==> config.mk <==
export PLATFORM = sky130hd
export DESIGN_NAME = router_reg_flat
export DESIGN_NICKNAME = d
export VERILOG_FILES = /design/src/rtl/router_pkg.sv /design/src/rtl/router_reg_if.sv /design/src/rtl/router_parity_chk.sv /design/src/rtl/router_reg.sv /design/src/flat_wrapper.sv
export SDC_FILE = /design/constraint.sdc
export NUM_CORES = 1
export LEC_CHECK = 0
export CAP_MARGIN = 30
export CORE_ASPECT_RATIO = 0.6
export CORE_MARGIN = 2
export CORE_UTILIZATION = 55
export CTS_BUF_LIST = sky130_fd_sc_hd__clkbuf_4 sky130_fd_sc_hd__clkbuf_8
export DETAILED_ROUTE_END_ITERATION = 16
export PLACE_DENSITY_LB_ADDON = 0.3
export SKIP_LAST_GASP = 1
export SLEW_MARGIN = 20
export SYNTH_ARGS = -nofsm -noshare
export SYNTH_HDL_FRONTEND = slang
export SYNTH_SLANG_ARGS = --single-unit
==> constraint.sdc <==
create_clock -name clk -period 3.4 [get_ports clk]
set_input_delay 1.02 -clock clk [delete_from_list [all_inputs] [get_ports clk]]
set_output_delay 1.02 -clock clk [all_outputs]
set_load 0.1 [all_outputs]
==> src/rtl/router_pkg.sv <==
// Shared constants and the router control FSM state encoding for the 1x3 router.
package router_pkg;

  localparam int unsigned DATA_W = 8;
  localparam int unsigned ADDR_W = 2;
  localparam logic [ADDR_W-1:0] ADDR_INVALID = 2'b11;

  typedef enum logic [2:0] {
    DECODE_ADDRESS     = 3'd0,
    LOAD_FIRST_DATA    = 3'd1,
    LOAD_DATA          = 3'd2,
    FIFO_FULL_STATE    = 3'd3,
    LOAD_AFTER_FULL    = 3'd4,
    LOAD_PARITY        = 3'd5,
    CHECK_PARITY_ERROR = 3'd6,
    WAIT_TILL_EMPTY    = 3'd7
  } router_state_e;

endpackage

==> src/rtl/router_reg_if.sv <==
// Bundle between the input port / control FSM (master) and the register stage (slave).
interface router_reg_if;
  import router_pkg::*;

  logic [DATA_W-1:0] data_in;
  logic              pkt_valid;
  logic              fifo_full;
  logic              detect_add;
  logic              lfd_state;
  logic              ld_state;
  logic              laf_state;
  logic              full_state;
  logic              write_enb_reg;
  logic              rst_int_reg;
  logic [DATA_W-1:0] dout;
  logic              parity_done;
  logic              low_pkt_valid;
  logic              err;

  modport master (
    output data_in, pkt_valid, fifo_full, detect_add, lfd_state, ld_state,
           laf_state, full_state, write_enb_reg, rst_int_reg,
    input  dout, parity_done, low_pkt_valid, err
  );

  modport slave (
    input  data_in, pkt_valid, fifo_full, detect_add, lfd_state, ld_state,
           laf_state, full_state, write_enb_reg, rst_int_reg,
    output dout, parity_done, low_pkt_valid, err
  );

endinterface

==> src/rtl/router_parity_chk.sv <==
// Running XOR parity accumulator with a sticky mismatch flag for one packet.
module router_parity_chk
  import router_pkg::*;
(
  input  logic              clk,
  input  logic              rst,
  input  logic              clear,
  input  logic              acc_en,
  input  logic [DATA_W-1:0] acc_byte,
  input  logic [DATA_W-1:0] packet_parity,
  input  logic              check,
  input  logic              done,
  input  logic              err_clr,
  output logic              err
);

  logic [DATA_W-1:0] int_par;

  always_ff @(posedge clk) begin
    if (rst) begin
      int_par <= '0;
      err     <= 1'b0;
    end else begin
      // clear together with acc_en loads the byte instead of folding it in
      if (clear || acc_en)
        int_par <= (clear ? '0 : int_par) ^ (acc_en ? acc_byte : '0);
      if (err_clr)
        err <= 1'b0;
      else if (check)
        err <= done & (int_par != packet_parity);
    end
  end

endmodule

==> src/rtl/router_reg.sv <==
// Router datapath register stage: header capture, payload/parity forwarding, full-byte hold.
// Parity checking is built only when ROUTER_PARITY_CHECK_EN is defined; otherwise err reads 0.
module router_reg
  import router_pkg::*;
(
  input  logic         clk,
  input  logic         rst,
  router_reg_if.slave  bus
);

  logic [DATA_W-1:0] hdr_byte;
  logic [DATA_W-1:0] full_byte;
  logic              full_is_par;
  logic [DATA_W-1:0] dout_q;
  logic              parity_done_q;
  logic              low_pkt_valid_q;
  logic              ld_parity;

  assign ld_parity = bus.write_enb_reg & ~bus.lfd_state & ~bus.ld_state & ~bus.laf_state;

  always_ff @(posedge clk) begin
    if (rst) begin
      hdr_byte        <= '0;
      full_byte       <= '0;
      full_is_par     <= 1'b0;
      dout_q          <= '0;
      parity_done_q   <= 1'b0;
      low_pkt_valid_q <= 1'b0;
    end else begin
      if (bus.detect_add) begin
        parity_done_q <= 1'b0;
        if (bus.pkt_valid)
          hdr_byte <= bus.data_in;
      end
      if (bus.lfd_state)
        dout_q <= hdr_byte;
      if (bus.ld_state) begin
        if (!bus.fifo_full) begin
          dout_q <= bus.data_in;
          if (!bus.pkt_valid) begin
            low_pkt_valid_q <= 1'b1;
            parity_done_q   <= 1'b1;
          end
        end else begin
          full_byte   <= bus.data_in;
          full_is_par <= ~bus.pkt_valid;
          if (!bus.pkt_valid)
            low_pkt_valid_q <= 1'b1;
        end
      end
      if (bus.laf_state) begin
        dout_q <= full_byte;
        if (full_is_par)
          parity_done_q <= 1'b1;
      end
      if (ld_parity && !parity_done_q) begin
        dout_q          <= bus.data_in;
        parity_done_q   <= 1'b1;
        low_pkt_valid_q <= 1'b1;
      end
      if (bus.rst_int_reg)
        low_pkt_valid_q <= 1'b0;
    end
  end

  assign bus.dout          = dout_q;
  assign bus.parity_done   = parity_done_q;
  assign bus.low_pkt_valid = low_pkt_valid_q;

`ifdef ROUTER_PARITY_CHECK_EN
  logic [DATA_W-1:0] packet_parity;
  logic              acc_en;
  logic [DATA_W-1:0] acc_byte;

  always_ff @(posedge clk) begin
    if (rst)
      packet_parity <= '0;
    else if (bus.detect_add)
      packet_parity <= '0;
    else if (bus.ld_state && !bus.pkt_valid)
      packet_parity <= bus.data_in;
    else if (ld_parity && !parity_done_q)
      packet_parity <= bus.data_in;
  end

  always_comb begin
    acc_en   = 1'b0;
    acc_byte = '0;
    if (bus.lfd_state) begin
      acc_en   = 1'b1;
      acc_byte = hdr_byte;
    end else if (bus.ld_state && !bus.fifo_full && bus.pkt_valid) begin
      acc_en   = 1'b1;
      acc_byte = bus.data_in;
    end else if (bus.laf_state && !full_is_par) begin
      acc_en   = 1'b1;
      acc_byte = full_byte;
    end
  end

  router_parity_chk u_parity_chk (
    .clk           (clk),
    .rst           (rst),
    .clear         (bus.detect_add | bus.lfd_state),
    .acc_en        (acc_en),
    .acc_byte      (acc_byte),
    .packet_parity (packet_parity),
    .check         (bus.rst_int_reg),
    .done          (parity_done_q),
    .err_clr       (bus.detect_add & bus.pkt_valid),
    .err           (bus.err)
  );
`else
  assign bus.err = 1'b0;
`endif

endmodule

==> src/flat_wrapper.sv <==
// flat-port wrapper written by rule: the top's interface ports become plain ports
module router_reg_flat import router_pkg::*;
  (clk, rst, bus_data_in, bus_pkt_valid, bus_fifo_full, bus_detect_add, bus_lfd_state, bus_ld_state, bus_laf_state, bus_full_state, bus_write_enb_reg, bus_rst_int_reg, bus_dout, bus_parity_done, bus_low_pkt_valid, bus_err);
  router_reg_if bus_i ();
  input  logic clk;
  input  logic rst;
  input wire logic [$bits(bus_i.data_in)-1:0] bus_data_in;
  input wire logic [$bits(bus_i.pkt_valid)-1:0] bus_pkt_valid;
  input wire logic [$bits(bus_i.fifo_full)-1:0] bus_fifo_full;
  input wire logic [$bits(bus_i.detect_add)-1:0] bus_detect_add;
  input wire logic [$bits(bus_i.lfd_state)-1:0] bus_lfd_state;
  input wire logic [$bits(bus_i.ld_state)-1:0] bus_ld_state;
  input wire logic [$bits(bus_i.laf_state)-1:0] bus_laf_state;
  input wire logic [$bits(bus_i.full_state)-1:0] bus_full_state;
  input wire logic [$bits(bus_i.write_enb_reg)-1:0] bus_write_enb_reg;
  input wire logic [$bits(bus_i.rst_int_reg)-1:0] bus_rst_int_reg;
  output wire logic [$bits(bus_i.dout)-1:0] bus_dout;
  output wire logic [$bits(bus_i.parity_done)-1:0] bus_parity_done;
  output wire logic [$bits(bus_i.low_pkt_valid)-1:0] bus_low_pkt_valid;
  output wire logic [$bits(bus_i.err)-1:0] bus_err;
  assign bus_i.data_in = bus_data_in;
  assign bus_i.pkt_valid = bus_pkt_valid;
  assign bus_i.fifo_full = bus_fifo_full;
  assign bus_i.detect_add = bus_detect_add;
  assign bus_i.lfd_state = bus_lfd_state;
  assign bus_i.ld_state = bus_ld_state;
  assign bus_i.laf_state = bus_laf_state;
  assign bus_i.full_state = bus_full_state;
  assign bus_i.write_enb_reg = bus_write_enb_reg;
  assign bus_i.rst_int_reg = bus_rst_int_reg;
  assign bus_dout = bus_i.dout;
  assign bus_parity_done = bus_i.parity_done;
  assign bus_low_pkt_valid = bus_i.low_pkt_valid;
  assign bus_err = bus_i.err;
  router_reg u_core (.clk(clk), .rst(rst), .bus(bus_i));
endmodule
==> summary.txt <==
CTS
  • Post-CTS sizing: 0
  • Clock Root Buffer: clkbuf_8
  • Worst-Skew Late Latency: 0.28 ns
  • Clk slew on worst S/H paths: 0.10 ns
  • Num CTS Buffers: 3
  • CTS sink cnt: 27
  • H-tree Lvls: 1
  • Post-CTS Hold Buffers: 0
  • CTS tree: yes
  • Maximum clock path buffer count: 2
  • Post-CTS setup buffers: 0

Worst setup path
  • R2R setup slack: 1.60 ns
  • Largest stage delay on the critical path: 0.62 ns
  • Setup CP Type: in -> reg
  • Endpoint type of the worst setup path: flip-flop
  • Cell Chain, Critical Path: clkdlybuf4s50_1 > or4b_4 > or2_0 > a311oi_1
  • Slowest CP cell: or4b_4
  • WP data required: 3.57 ns
  • Worst setup SP type: input pin
  • Worst path arrival time: 2.86 ns
  • Top fanout value on the critical path: 10

Finish
  • Final nets: 194
  • Diode count: 0
  • Ratio of cells with drive above 1 in the final layout: 0.115
  • Area grow syn2layout: 20.7%
  • Post-route cell area: 0.00156 sq mm

Die
  • # IOs: 30
  • # rows: 13
  • Chip height: 41.6 um
  • Initial core utilization: 0.590
  • Die area: 0.00277 sq mm
  • Die Span X: 66.7 um
  • Core Footprint: 0.00220 sq mm

Logic synthesis
  • Mux cell area share after synthesis: 0.0618
  • Syn Std Cell Area: 0.00130 sq mm
  • Warnings, synthesis: 0
  • Mean post-synth cell area: 8.36 sq um
  • Post-synthesis xor/xnor area fraction: 0
  • Post-synth EDFFs: 0
  • Asr flop ratio synth: 0
  • Nets in the synthesized netlist: 174
  • Largest family of logic cells by synthesized area: simple AND/OR/NAND/NOR gates
  • Synth Area in Adders: 0
  • Top post-synthesis cells by area: dfxtp_1 (42%), nand2_1 (9.8%), a21oi_1 (6.6%)
  • #FFs+latches synth: 27
  • Top post-synthesis cells by count: nand2_1 (34), dfxtp_1 (27), a21oi_1 (17)
  • Synth area leader: dfxtp_1
  • Cell with the most instances after synthesis: nand2_1
  • Synth Area in Compound Gates: 0.201
  • Top cell type's share of synthesized area: 0.417
  • Primary FF master, synth: dfxtp_1
  • Syn Inst Count: 155
  • Post-synthesis sequential area ratio: 0.417
  • Library cells used by synthesis: 24
  • Simple-gate area share of the yosys netlist: 0.239

Global route
  • Total global routing overflow: 0
  • Vias in the first global route: 1070
  • GR Util All Layers: 0.241
  • Antenna violations before repair: 0
  • First-pass GRT wire length: 5080 um
  • Pin count of the biggest net entering global routing: 28

Status
  • Status: finished clean

Pwr
  • Switch share: 0.325
  • VDD IR-drop max: 0.000281 V
  • Design Power: 696 uW
  • Leak: 0.000572 uW
  • Power Density: 445 mW/mm^2
  • Switching pwr: 226 uW
  • Combinational Power Share: 0.239
  • Clock power share: 0.270
  • Power Internal: 470 uW
  • Sequential share of power: 0.491

Placed design
  • GP Congestion: 0.799
  • PortBufs: 27
  • DP Area: 0.00152 sq mm
  • Dpl hpwl: 2100 um

Detailed routing
  • Initial DRC count: 158
  • Total Wirelength: 3250 um
  • Wire per inst: 15.9 um
  • Vias: 1228
  • DRT Pass-1 Iters: 4
  • Post-route DRC: 0
  • ANT nets after route: 0
  • Routed vias/inst: 6.02

STA
  • Tmin final: 2.69 ns
  • Tightest Pin Transition: 0.955 ns
  • Slew HR: 0.361
  • Count of final setup violators: 0
  • Fmax: 371 MHz
  • TNS Setup: 0 ns
  • Final worst path period share: 0.792
  • Hold_ws: 0.461 ns
  • Final Hold Vio Count: 0
  • Fin. max-slew vios: 0
  • Clock skew: 0.0114 ns
  • RSZ-0062 raised after global routing: no

Worst hold path
  • HP Class: reg -> reg

Job
  • Max_cap viols: 0
registers in the layout (all words and copies together) (netlist names):
register and cells:
u_core.hdr_byte 8, u_core.full_byte 8, u_core.bus.dout 8, u_core.full_is_par 1, u_core.bus.parity_done 1, u_core.bus.low_pkt_valid 1
worst max-delay path: cells and delay by family:
kind | cells | cell delay (ns)
AO/OA/AOI/OAI | 1 | 0.33
buffers and inverters | 1 | 0.42
AND/OR/NAND/NOR | 2 | 1.10
routing by layer:
metal  up-vias  GRT usage  part of all wire  wire length [um]
li1        587          -                 -                 -
met3         6     0.0650              0.11               345
met5         -          0                 0                 0
met2        65      0.376              0.46              1510
met1       570      0.341              0.42              1370
met4         0     0.0408            0.0068                22
power groups by stage:
stage	sequential (uW)	combinational [uW]	clock [uW]
2_1_floorplan	400	65.6	0
3_5_place_dp	349	164	0
3_3_place_gp	348	162	0
4_1_cts	341	165	191
5_1_grt	344	174	202
6_report	342	166	188
per-stage QoR:
stage | setup WS, ns | std cells | utilization
floorplan | 0.975 | 155 | -
global placement | 0.449 | 200 | 0.690
detailed placement | 0.425 | 200 | 0.690
CTS | 0.710 | 204 | 0.712
global route | 0.668 | 204 | 0.712
finish | 0.706 | 204 | 0.712
placed cells by master (no fill, tap or decap):
cell	count
a211o_1	8
a211oi_1	2
a21oi_1	17
a22oi_1	1
a311oi_1	7
a311oi_2	1
a31oi_1	1
and2_1	1
buf_4	14
clkbuf_8	3
clkdlybuf4s50_1	17
clkinvlp_4	1
conb_1	1
dfxtp_1	27
inv_1	2
mux2i_1	8
nand2_1	34
nand2b_1	2
nand3_1	8
nor2_1	1
nor3_1	8
nor3b_1	8
or2_0	1
or4b_4	1
logic make-up (layout without fill, tap and decap cells):
family                 count (synthesis)  in the layout
buffers and inverters                 18             37
and+or+nand+nor                       64             64
other                                  1              1
DFF                                   27             27
muxes                                  8              8
AOI/OAI and AO/OA                     37             37
layout make-up:
cell class | instances | area, sq um
flip-flops and latches | 27 | 541
fillers | 162 | 632
repair buffers | 31 | 275
clock buffers | 3 | 41.3
inverters | 2 | 7.51
multi-input cells | 110 | 654
well taps | 30 | 37.5
clock inverters | 1 | 7.51
worst paths after layout:
path                                           from                         endpoint  depth (start not counted)
hold / removal      u_core.hdr_byte[7]$_SDFFE_PP0P_  u_core.hdr_byte[7]$_SDFFE_PP0P_                          2
setup reg to reg  u_core.bus.parity_done$_SDFF_PP0_    u_core.bus.dout[4]$_SDFF_PP0_                          3
setup / recovery                      bus_laf_state    u_core.bus.dout[4]$_SDFF_PP0_                          4
hold reg to reg     u_core.hdr_byte[7]$_SDFFE_PP0P_  u_core.hdr_byte[7]$_SDFFE_PP0P_                          2
No activity file was read; power rests on OpenSTA's default activity.
